===== src/rtl/demux_5bit_dist_pkg.sv =====
// Shared widths, lane-select codes and lane-state encoding for the 1-to-4 5-bit distributor.
package demux_5bit_dist_pkg;

  localparam int DMX_W     = 5;
  localparam int DMX_NLANE = 4;
  localparam int DMX_CW    = 8;

  typedef enum logic [1:0] {
    LANE0 = 2'b00,
    LANE1 = 2'b01,
    LANE2 = 2'b10,
    LANE3 = 2'b11
  } lane_sel_e;

  typedef enum logic {
    LS_EMPTY = 1'b0,
    LS_FULL  = 1'b1
  } lane_state_e;

  function automatic logic [DMX_NLANE-1:0] sel_onehot(input logic [1:0] sel);
    logic [DMX_NLANE-1:0] oh;
    oh = '0;
    case (lane_sel_e'(sel))
      LANE0:   oh = 4'b0001;
      LANE1:   oh = 4'b0010;
      LANE2:   oh = 4'b0100;
      LANE3:   oh = 4'b1000;
      default: oh = '0;
    endcase
    return oh;
  endfunction

endpackage


===== src/rtl/demux_5bit_dist_lane.sv =====
// One output lane: single-entry word buffer, EMPTY/FULL valid FSM and delivered-word counter.
module demux_5bit_dist_lane
  import demux_5bit_dist_pkg::*;
#(
  parameter int W  = DMX_W,
  parameter int CW = DMX_CW
) (
  input  logic          clk,
  input  logic          rst_n,
  input  logic          load,
  input  logic [W-1:0]  din,
  input  logic          ready,
  output logic          valid,
  output logic [W-1:0]  dout,
  output logic [CW-1:0] cnt
);

  lane_state_e   state_q, state_d;
  logic [W-1:0]  data_q, data_d;
  logic [CW-1:0] cnt_q, cnt_d;
  logic          drain;

  assign drain = (state_q == LS_FULL) & ready;

  always_ff @(posedge clk or negedge rst_n) begin
    if (!rst_n) begin
      state_q <= LS_EMPTY;
      data_q  <= '0;
      cnt_q   <= '0;
    end else begin
      state_q <= state_d;
      data_q  <= data_d;
      cnt_q   <= cnt_d;
    end
  end

  // The top only loads a FULL lane in a cycle where it also drains.
  always_comb begin
    state_d = state_q;
    data_d  = data_q;
    cnt_d   = cnt_q;
    case (state_q)
      LS_EMPTY: if (load)          state_d = LS_FULL;
      LS_FULL:  if (drain && !load) state_d = LS_EMPTY;
      default:                     state_d = LS_EMPTY;
    endcase
    if (load)  data_d = din;
    if (drain) cnt_d  = cnt_q + CW'(1);
  end

  always_comb begin
    valid = (state_q == LS_FULL);
    dout  = data_q;
    cnt   = cnt_q;
  end

endmodule


===== src/rtl/demux_5bit_dist.sv =====
// Registered 1-to-4 distributor: steers one 5-bit stream into four buffered valid/ready lanes.
module demux_5bit_dist
  import demux_5bit_dist_pkg::*;
#(
  parameter int W     = DMX_W,
  parameter int NLANE = DMX_NLANE,
  parameter int CW    = DMX_CW
) (
  input  logic                clk,
  input  logic                rst_n,
  input  logic [W-1:0]        in_data,
  input  logic [1:0]          in_sel,
  input  logic                in_valid,
  output logic                in_ready,
  output logic [NLANE*W-1:0]  out_data,
  output logic [NLANE-1:0]    out_valid,
  input  logic [NLANE-1:0]    out_ready,
  output logic [NLANE*CW-1:0] lane_cnt
);

  logic             acc;
  logic [NLANE-1:0] load;

  // Only the addressed lane can stall the input.
  assign in_ready = ~out_valid[in_sel] | out_ready[in_sel];
  assign acc      = in_valid & in_ready;
  assign load     = acc ? sel_onehot(in_sel) : '0;

  for (genvar k = 0; k < NLANE; k++) begin : g_lane
    demux_5bit_dist_lane #(
      .W  (W),
      .CW (CW)
    ) u_lane (
      .clk   (clk),
      .rst_n (rst_n),
      .load  (load[k]),
      .din   (in_data),
      .ready (out_ready[k]),
      .valid (out_valid[k]),
      .dout  (out_data[k*W +: W]),
      .cnt   (lane_cnt[k*CW +: CW])
    );
  end

endmodule


===== config.mk =====
export PLATFORM = sky130hd
export DESIGN_NAME = demux_5bit_dist
export DESIGN_NICKNAME = d
export VERILOG_FILES = /design/src/rtl/demux_5bit_dist_pkg.sv /design/src/rtl/demux_5bit_dist_lane.sv /design/src/rtl/demux_5bit_dist.sv
export SDC_FILE = /design/constraint.sdc
export NUM_CORES = 1
export LEC_CHECK = 0
export CAP_MARGIN = 25
export CORE_MARGIN = 5
export CORE_UTILIZATION = 40
export DETAILED_ROUTE_END_ITERATION = 7
export GPL_ROUTABILITY_DRIVEN = 0
export MAX_ROUTING_LAYER = met4
export PLACE_DENSITY = 0.72
export SLEW_MARGIN = 20
export SYNTH_ARGS = -nofsm -noshare
export SYNTH_HDL_FRONTEND = slang
export SYNTH_SLANG_ARGS = --single-unit

===== constraint.sdc =====
create_clock -name clk -period 2.3 [get_ports clk]
set_input_delay 0.23 -clock clk [delete_from_list [all_inputs] [get_ports clk]]
set_output_delay 0.23 -clock clk [all_outputs]
set_load 0.05 [all_outputs]

### Yosys cells after proc, flatten, opt, wreduce, memory -nomap -nowiden

Index checks and enable logic that the tools add are counted.

| storage, ports and cells | value |
|---|---|
| flip-flop bits (word level) | 56 |
| output and inout bits | 57 |

| cells by class | value |
|---|---|
| muxes and demuxes | 18 |
| reductions and logical operators | 9 |
| eq/ne operators | 3 |
| add/subtract/negate cells | 4 |
| magnitude comparators | 1 |
| bitwise gates (word level) | 11 |

Operators with widths:

| cell | number |
|---|---|
| 8-bit by 1-bit adder with 8-bit output (second input constant) | 4 |
| 4-bit one-hot mux with 4 select lines | 1 |
| 1-bit 2-to-1 mux | 10 |
| 1-bit one-hot mux with 2 select lines | 4 |
| 1-bit bitwise AND | 5 |
| 1-bit NOT | 5 |
| 1-bit binary-select mux with 2-bit select | 2 |
| 2-bit == test (second input constant) | 2 |
| 1-bit logical AND | 4 |
| 1-bit logical NOT | 4 |
| 4-bit 2-to-1 mux | 1 |
| 2-bit by 3-bit less-than comparator with 1-bit output (second input constant) | 1 |
| 2-bit by 1-bit == test with 1-bit output (second input constant) | 1 |
| 2-bit logical NOT | 1 |
| 1-bit bitwise OR | 1 |

### Depth between registers and ports, before layout

Gate-level depths: netlist (run 1).

| logic depth | value |
|---|---|
| depth after elaboration | 10 |
| gate-level depth with buffers | 4 |

### Hierarchy

A second synthesis (run 1) with hierarchy kept.

| unflattened totals | value |
|---|---|
| cells, all modules | 181 |
| area, all modules | 2,448.6 sq um |

By module, submodules not included:

| module | instances | sequential area each (sq um) | cells an instance | area an instance (sq um) |
|---|---|---|---|---|
| demux_5bit_dist_lane | 4 | 350.3 | 43 | 586.8 |
| demux_5bit_dist | 1 | 0.0 | 9 | 101.3 |

### Worst setup path after synthesis (run 1)

Ideal clock, no wire load.

| timing path | value |
|---|---|
| path kind | register -> output |
| from | reg g_lane[1].u_lane.state_q |
| to | out in_ready |
| slack | 0.844 ns |
| path buffers | 0 |
| arrival | 1.226 ns |
| cell stages (with the launch flop) | 3 |
| cells stage by stage | dfrtp_1 > nand2b_1 > mux4_1 |

| between the ends | value |
|---|---|
| word-level cells in the longest chain between the ends | 4 |

RTL lines:

| item | line | RTL |
|---|---|---|
| start, declared | demux_5bit_dist_lane.sv:18 | `lane_state_e state_q, state_d;` |
| start signal, assigned | demux_5bit_dist_lane.sv:31 | `state_q <= state_d;` |
| 1-bit binary-select mux with 2-bit select | demux_5bit_dist.sv:25 | `assign in_ready = ~out_valid[in_sel] \| out_ready[in_sel];` |
| 1-bit 2-to-1 mux (implied by the code) | demux_5bit_dist.sv:25 |  |
| 1-bit NOT | demux_5bit_dist.sv:25 |  |
| 1-bit bitwise OR | demux_5bit_dist.sv:25 |  |
| end, declared | demux_5bit_dist.sv:14 | `output logic in_ready,` |

Every way passes these cells. The select of a mux whose other input is x is not followed.

### Final worst setup path (run 1)

| timing path | value |
|---|---|
| from | in out_ready[1] |
| to | out in_ready |

| between the ends | value |
|---|---|
| word-level cells in the longest chain between the ends | 3 |

RTL lines:

| item | line | RTL |
|---|---|---|
| start, declared | demux_5bit_dist.sv:17 | `input logic [NLANE-1:0] out_ready,` |
| 1-bit binary-select mux with 2-bit select | demux_5bit_dist.sv:25 |  |
| 1-bit 2-to-1 mux (implied by the code) | demux_5bit_dist.sv:25 |  |
| 1-bit bitwise OR | demux_5bit_dist.sv:25 |  |

Every way passes these cells. The select of a mux whose other input is x is not followed.

==> results.sh, run 1 <==
export IMPL_status="finished, final reports clean"
export IMPL_grt_pass1_wl_mm=8.066
export IMPL_num_nets_final=274
export IMPL_drv_cap=0
export IMPL_synth_area_mm2=0.002401
export IMPL_numCtsBuffers=5
export IMPL_crit_arrival_ps=1650
export IMPL_synth_top_family_by_area="simple AND/OR/NAND/NOR gates"
export IMPL_postRouteAntennaNets=0
export IMPL_dpl_cell_count=323
export IMPL_hold_path_class="in -> async"
export IMPL_worstSetupStartpointType="input pin"
export IMPL_syn_nets=200
export IMPL_p_leak_nw=1.443
export IMPL_final_area_mm2=0.003269
export IMPL_fmax_ghz=0.5323
export IMPL_cts_hold_fix_buffers=1
export IMPL_yosys_area_top_type="dfrtp_1"
export IMPL_ioPinCount=71
export IMPL_max_slew_margin=0.5885
export IMPL_rsz0062_at_grt="no"
export IMPL_synth_top_area_share=0.5836
export IMPL_postCtsResizedCells=0
export IMPL_wire_per_inst_um=14.27
export IMPL_final_max_slew_viol_count=0
export IMPL_final_cell_mix="clkdlybuf4s50_1, dfrtp_1, nand2_1"
export IMPL_wirelength_mm=4.738
export IMPL_fin_skew_ps=9.700
export IMPL_yosysUniqueCellTypes=27
export IMPL_muxShareOfSynthArea=0.1313
export IMPL_setup_tns_ps=0
export IMPL_path_class="in -> out"
export IMPL_drc=0
export IMPL_dieArea_mm2=0.007652
export IMPL_tightest_slew_ps=617.3
export IMPL_peakVddDrop_uv=717.7
export IMPL_std_cell_rows=28
export IMPL_final_core_util=0.5555
export IMPL_overflow=0
export IMPL_post_cts_setup_buffers=0
export IMPL_holdWs_ps=468.9
export IMPL_cts_sinks=56
export IMPL_vias=1575
export IMPL_path_clk_slew_ps=100
export IMPL_synthSimpleGateAreaFrac=0.1397
export IMPL_cts_tree="done"
export IMPL_layout_commonest_cell="clkdlybuf4s50_1"
export IMPL_synth_xor_area_frac=0.1021
export IMPL_end_kind="primary output"
export IMPL_grt_start_max_net_pins=31
export IMPL_yosysWarningCount=0
export IMPL_dp_hpwl_mm=3.587
export IMPL_syn_inst=182
export IMPL_antenna_found_initial=0
export IMPL_avgViaCountPerCell=4.744
export IMPL_grt_pass1_vias=1676
export IMPL_synth_seq_area_share=0.5836
export IMPL_htree_levels=2
export IMPL_grtUsageTotal=0.1398
export IMPL_n_antenna_cell=0
export IMPL_io_buffer_count=70
export IMPL_drive_above_1_share=0.1634
export IMPL_die_x_um=87.48
export IMPL_synth_compound_area_frac=0.002084
export IMPL_cp_max_fo=5
export IMPL_syn_to_final_growth_pct=36.16
export IMPL_initial_core_util=0.4080
export IMPL_clockBufferDepth=2
export IMPL_reg2reg_depth=3
export IMPL_clkLatencyLatePin_ps=300
export IMPL_final_hold_viol_count=0
export IMPL_critPathRequiredTime_ps=2070
export IMPL_die_y_um=87.48
export IMPL_core_mm2=0.005886
export IMPL_p_per_area_mw_per_mm2=1138
export IMPL_fin_cells=332
export IMPL_placed_cell_area_mm2=0.003167
export IMPL_synth_fa_ha_area_frac=0.02084
export IMPL_synth_area_top_cells="dfrtp_1, mux2_2, xnor2_1, xor2_1, nand2_1"
export IMPL_firstDrtPassIters=4
export IMPL_avgSynthCellArea_um2=13.19
export IMPL_setup_viol=0
export IMPL_min_period_ps=1879
export IMPL_drt_iter0_drc=49
export IMPL_ys_ff_latch=56
export IMPL_ctsRootBufferMaster="clkbuf_8"
export IMPL_fin_crit_sh=0.8168
==> report_power, final <==
group / internal, mW / switching, mW
Clock: 0.241 / 0.302
Combinational: 0.625 / 1.10
Sequential: 1.22 / 0.230
==> registers in the layout, indices dropped and copies added (netlist names) <==
register             flops
g_lane.u_lane.valid      4
g_lane.u_lane.cnt       32
g_lane.u_lane.dout      20
==> critical path, cell delays in order <==
cell,delay [ps]
clkdlybuf4s50_1,470
nand2b_1,210
mux4_1,530
buf_4,210
==> final cells by class <==
class	count	area, um2
fill	520	2616
sequential	56	1401
multi-input combinational	119	950.9
timing repair buffer	72	723.2
tap	75	93.84
clock buffer	6	82.58
clock inverter	2	10.01
inverter	2	7.507
==> metal layers <==
| metal | up-vias | global-route usage | wire, um | part of all wire |
|---|---|---|---|---|
| li1 | 765 | - | - | - |
| met1 | 753 | 0.1858 | 2180 | 0.46 |
| met2 | 52 | 0.2068 | 2158 | 0.46 |
| met3 | 5 | 0.05014 | 359 | 0.076 |
| met4 | 0 | 0.02929 | 40 | 0.0084 |
| met5 | - | - | 0 | 0 |
==> stage by stage <==
step	setup slack, ps	power, mW
3_3_place_gp	446.4	3.184
6_report	421.5	3.720
5_1_grt	343.2	3.934
2_1_floorplan	843.7	2.583
4_1_cts	407.9	3.769
3_5_place_dp	413.4	3.212
==> worst paths after layout <==
| kind | start | to | slack [ps] |
|---|---|---|---|
| setup / recovery | out_ready[1] | in_ready | 420 |
| hold / removal | rst_n | g_lane[2].u_lane.cnt[0] | 470 |
| setup reg to reg | g_lane[1].u_lane.valid | g_lane[1].u_lane.dout[4] | 880 |
| hold reg to reg | g_lane[0].u_lane.cnt[7] | g_lane[0].u_lane.cnt[7] | 470 |
| max in group asynchronous | rst_n | g_lane[1].u_lane.dout[1] | 1250 |
| min in group clk | g_lane[0].u_lane.cnt[7] | g_lane[0].u_lane.cnt[7] | 470 |
==> logic make-up (layout without fill, tap and decap cells) <==
family                     after synthesis  in the layout
xor gates and xnor gates                28             28
and+or+nand+nor                         61             61
AOI/OAI and AO/OA                        1              1
muxes                                   25             25
DFF                                     56             56
buffers and inverters                    7             82
adders and majority gates                4              4
==> synthesized netlist by cell type <==
master / number
nor2b_2: 1
and3_4: 1
dfrtp_1: 56
and4_1: 2
buf_6: 1
mux2_2: 19
nand2_2: 1
buf_4: 4
inv_1: 2
nand3_1: 7
nor3b_4: 1
nand3b_2: 1
nand2b_1: 4
nor2_1: 7
nand4_1: 3
o21ai_0: 1
nor4_1: 2
nor2b_4: 1
nand2_1: 22
mux4_1: 1
ha_1: 4
and3_1: 2
nand3_2: 1
mux2_4: 5
xor2_1: 12
xnor2_1: 16
nor3_1: 5
No activity file was read; power rests on OpenSTA's default activity.
==> run 2, diff against run 1 <==
--- a/config.mk
+++ b/config.mk
@@ -11,7 +11,7 @@
 export DETAILED_ROUTE_END_ITERATION = 7
 export GPL_ROUTABILITY_DRIVEN = 0
 export MAX_ROUTING_LAYER = met4
-export PLACE_DENSITY = 0.72
+export PLACE_DENSITY = 0.75
 export SLEW_MARGIN = 20
 export SYNTH_ARGS = -nofsm -noshare
 export SYNTH_HDL_FRONTEND = slang
==> constraint.sdc (replaced) <==
create_clock -name clk -period 1.5 [get_ports clk]
set_input_delay 0.15 -clock clk [delete_from_list [all_inputs] [get_ports clk]]
set_output_delay 0.15 -clock clk [all_outputs]
set_load 0.05 [all_outputs]
==> results.sh, run 2 (synthesis gave the netlist of run 1 again) <==
export IMPL_reg2reg_depth=3
export IMPL_core_mm2=0.005886
export IMPL_setup_viol=1
export IMPL_critPathRequiredTime_ps=1350
export IMPL_drv_cap=0
export IMPL_cp_max_fo=3
export IMPL_vias=1647
export IMPL_multi_input_area_um2=954.7
export IMPL_clockPowerShare=0.170
export IMPL_worstSetupStartpointType="register"
export IMPL_startpoint="g_lane[3].u_lane.valid"
export IMPL_ioPinCount=71
export IMPL_p_sw_frac=0.4406
export IMPL_clkLatencyLatePin_ps=310
export IMPL_setup_tns_ps=-116.8
export IMPL_violations="negative setup slack"
export IMPL_avgViaCountPerCell=4.760
export IMPL_postRouteAntennaNets=0
export IMPL_grt_busiest_layer="met2"
export IMPL_antenna_found_initial=0
export IMPL_use_met3=0.04163
export IMPL_ctsRootBufferMaster="clkbuf_8"
export IMPL_cts_sinks=56
export IMPL_p_int_mw=3.226
export IMPL_dp_hpwl_mm=3.543
export IMPL_fmax_ghz=0.6185
export IMPL_holdWs_ps=337.1
export IMPL_cts_tree="done"
export IMPL_path_clk_slew_ps=100
export IMPL_rsz0062_at_grt="yes"
export IMPL_min_period_ps=1617
export IMPL_r2r_start="g_lane[1].u_lane.valid"
export IMPL_grt_pass1_vias=1630
export IMPL_initial_core_util=0.4080
export IMPL_clockBufferDepth=2
export IMPL_fin_skew_ps=10.53
export IMPL_largest_reg_flops=32
export IMPL_setup_slack_ps=-116.8
export IMPL_hold_depth=3
export IMPL_tightest_slew_ps=299.2
export IMPL_regArea_mm2=0.001401
export IMPL_dpl_cell_count=333
export IMPL_comb_power_share=0.445
export IMPL_grt_start_max_net_pins=57
export IMPL_r2r_slack_ps=170
export IMPL_wirelength_mm=4.837
export IMPL_status="finished, violations left"
export IMPL_overflow=0
export IMPL_p_switching_mw=2.540
export IMPL_drc=0
export IMPL_max_slew_margin=0.7987
export IMPL_n_antenna_cell=0
export IMPL_hold_path_end="g_lane[3].u_lane.cnt[0]"
export IMPL_syn_to_final_growth_pct=36.06
export IMPL_gr_usage_met2=0.2027
export IMPL_firstDrtPassIters=4
export IMPL_final_max_slew_viol_count=0
export IMPL_hold_path_class="in -> reg"
export IMPL_end_kind="primary output"
export IMPL_dieArea_mm2=0.007652
export IMPL_die_y_um=87.48
export IMPL_path_class="reg -> out"
export IMPL_std_cell_rows=28
export IMPL_num_nets_final=288
export IMPL_pwr_share_seq=0.385
export IMPL_htree_levels=2
export IMPL_crit_arrival_ps=1470
export IMPL_wire_per_inst_um=13.98
export IMPL_rr_endpoint="g_lane[1].u_lane.dout[4]"
export IMPL_p_leak_nw=1.600
export IMPL_drt_iter0_drc=24
export IMPL_numCtsBuffers=5
export IMPL_grt_pass1_wl_mm=7.900
export IMPL_fin_crit_sh=1.078
export IMPL_n_fill_cell=547
export IMPL_fin_cells=346
export IMPL_p_per_area_mw_per_mm2=1765
export IMPL_die_x_um=87.48
export IMPL_layout_commonest_cell="buf_4"
export IMPL_io_buffer_count=70
export IMPL_peakVddDrop_uv=1098
export IMPL_grtUsageTotal=0.1360
export IMPL_min_from="out_ready[3]"
export IMPL_drive_above_1_share=0.4170
export IMPL_use_met1=0.1781
export IMPL_final_hold_viol_count=0
export IMPL_final_cell_mix="buf_4, dfrtp_1, nand2_1"
==> run 2: stage by stage <==
step	worst slack (ps)	util	cell area (um2)	power, mW
3_5_place_dp	-253.9	0.5291	3114	4.831
5_1_grt	-176.6	0.5551	3267	6.069
6_report	-116.8	0.5551	3267	5.766
2_1_floorplan	57.03	-	2401	3.961
3_3_place_gp	-212.4	0.5291	3114	4.781
4_1_cts	-115.0	0.5551	3267	5.834
==> run 2: worst max path at each step <==
stage                                    to  slack [ps]
global route                       in_ready        -180
CTS                                in_ready        -120
finish                             in_ready        -120
global placement                   in_ready        -210
floorplan           g_lane[0].u_lane.cnt[6]          60
detailed placement                 in_ready        -250
==> run 2: layout make-up <==
class	instances	share of cell area
clock buffer	6	0.02221
clock inverter	2	0.01072
inverter	2	0.002298
multi-input combinational	119	0.2922
sequential	56	0.4290
tap	75	0.02872
timing repair buffer	86	0.2149
==> run 2: what timing repair did <==
item	CTS	global route
endpoints found under the setup margin	1	1
setup buffers	4	0
hold buffers	1	0
endpoints found under the hold margin	56	0
resized for setup	5	0
pin swaps	0	0
==> run 2: per-layer routing <==
layer | share of wire | up-vias
li1 | - | 789
met1 | 0.46 | 805
met2 | 0.46 | 46
met3 | 0.072 | 7
met4 | 0.011 | 0
met5 | 0 | -
==> run 2: critical path: stages, from the launching register on <==
cell	delay, ps
dfrtp_1	410
nand2b_4	70
mux4_2	500
buf_6	180
==> run 2: power by group through the flow <==
stage	Clock (mW)	Sequential [mW]	Combinational, mW
after floorplan	0	3.43	0.530
after global placement	0	2.24	2.54
after detailed placement	0	2.25	2.58
after CTS	1.00	2.22	2.60
after global routing	1.07	2.30	2.70
final	0.979	2.22	2.57
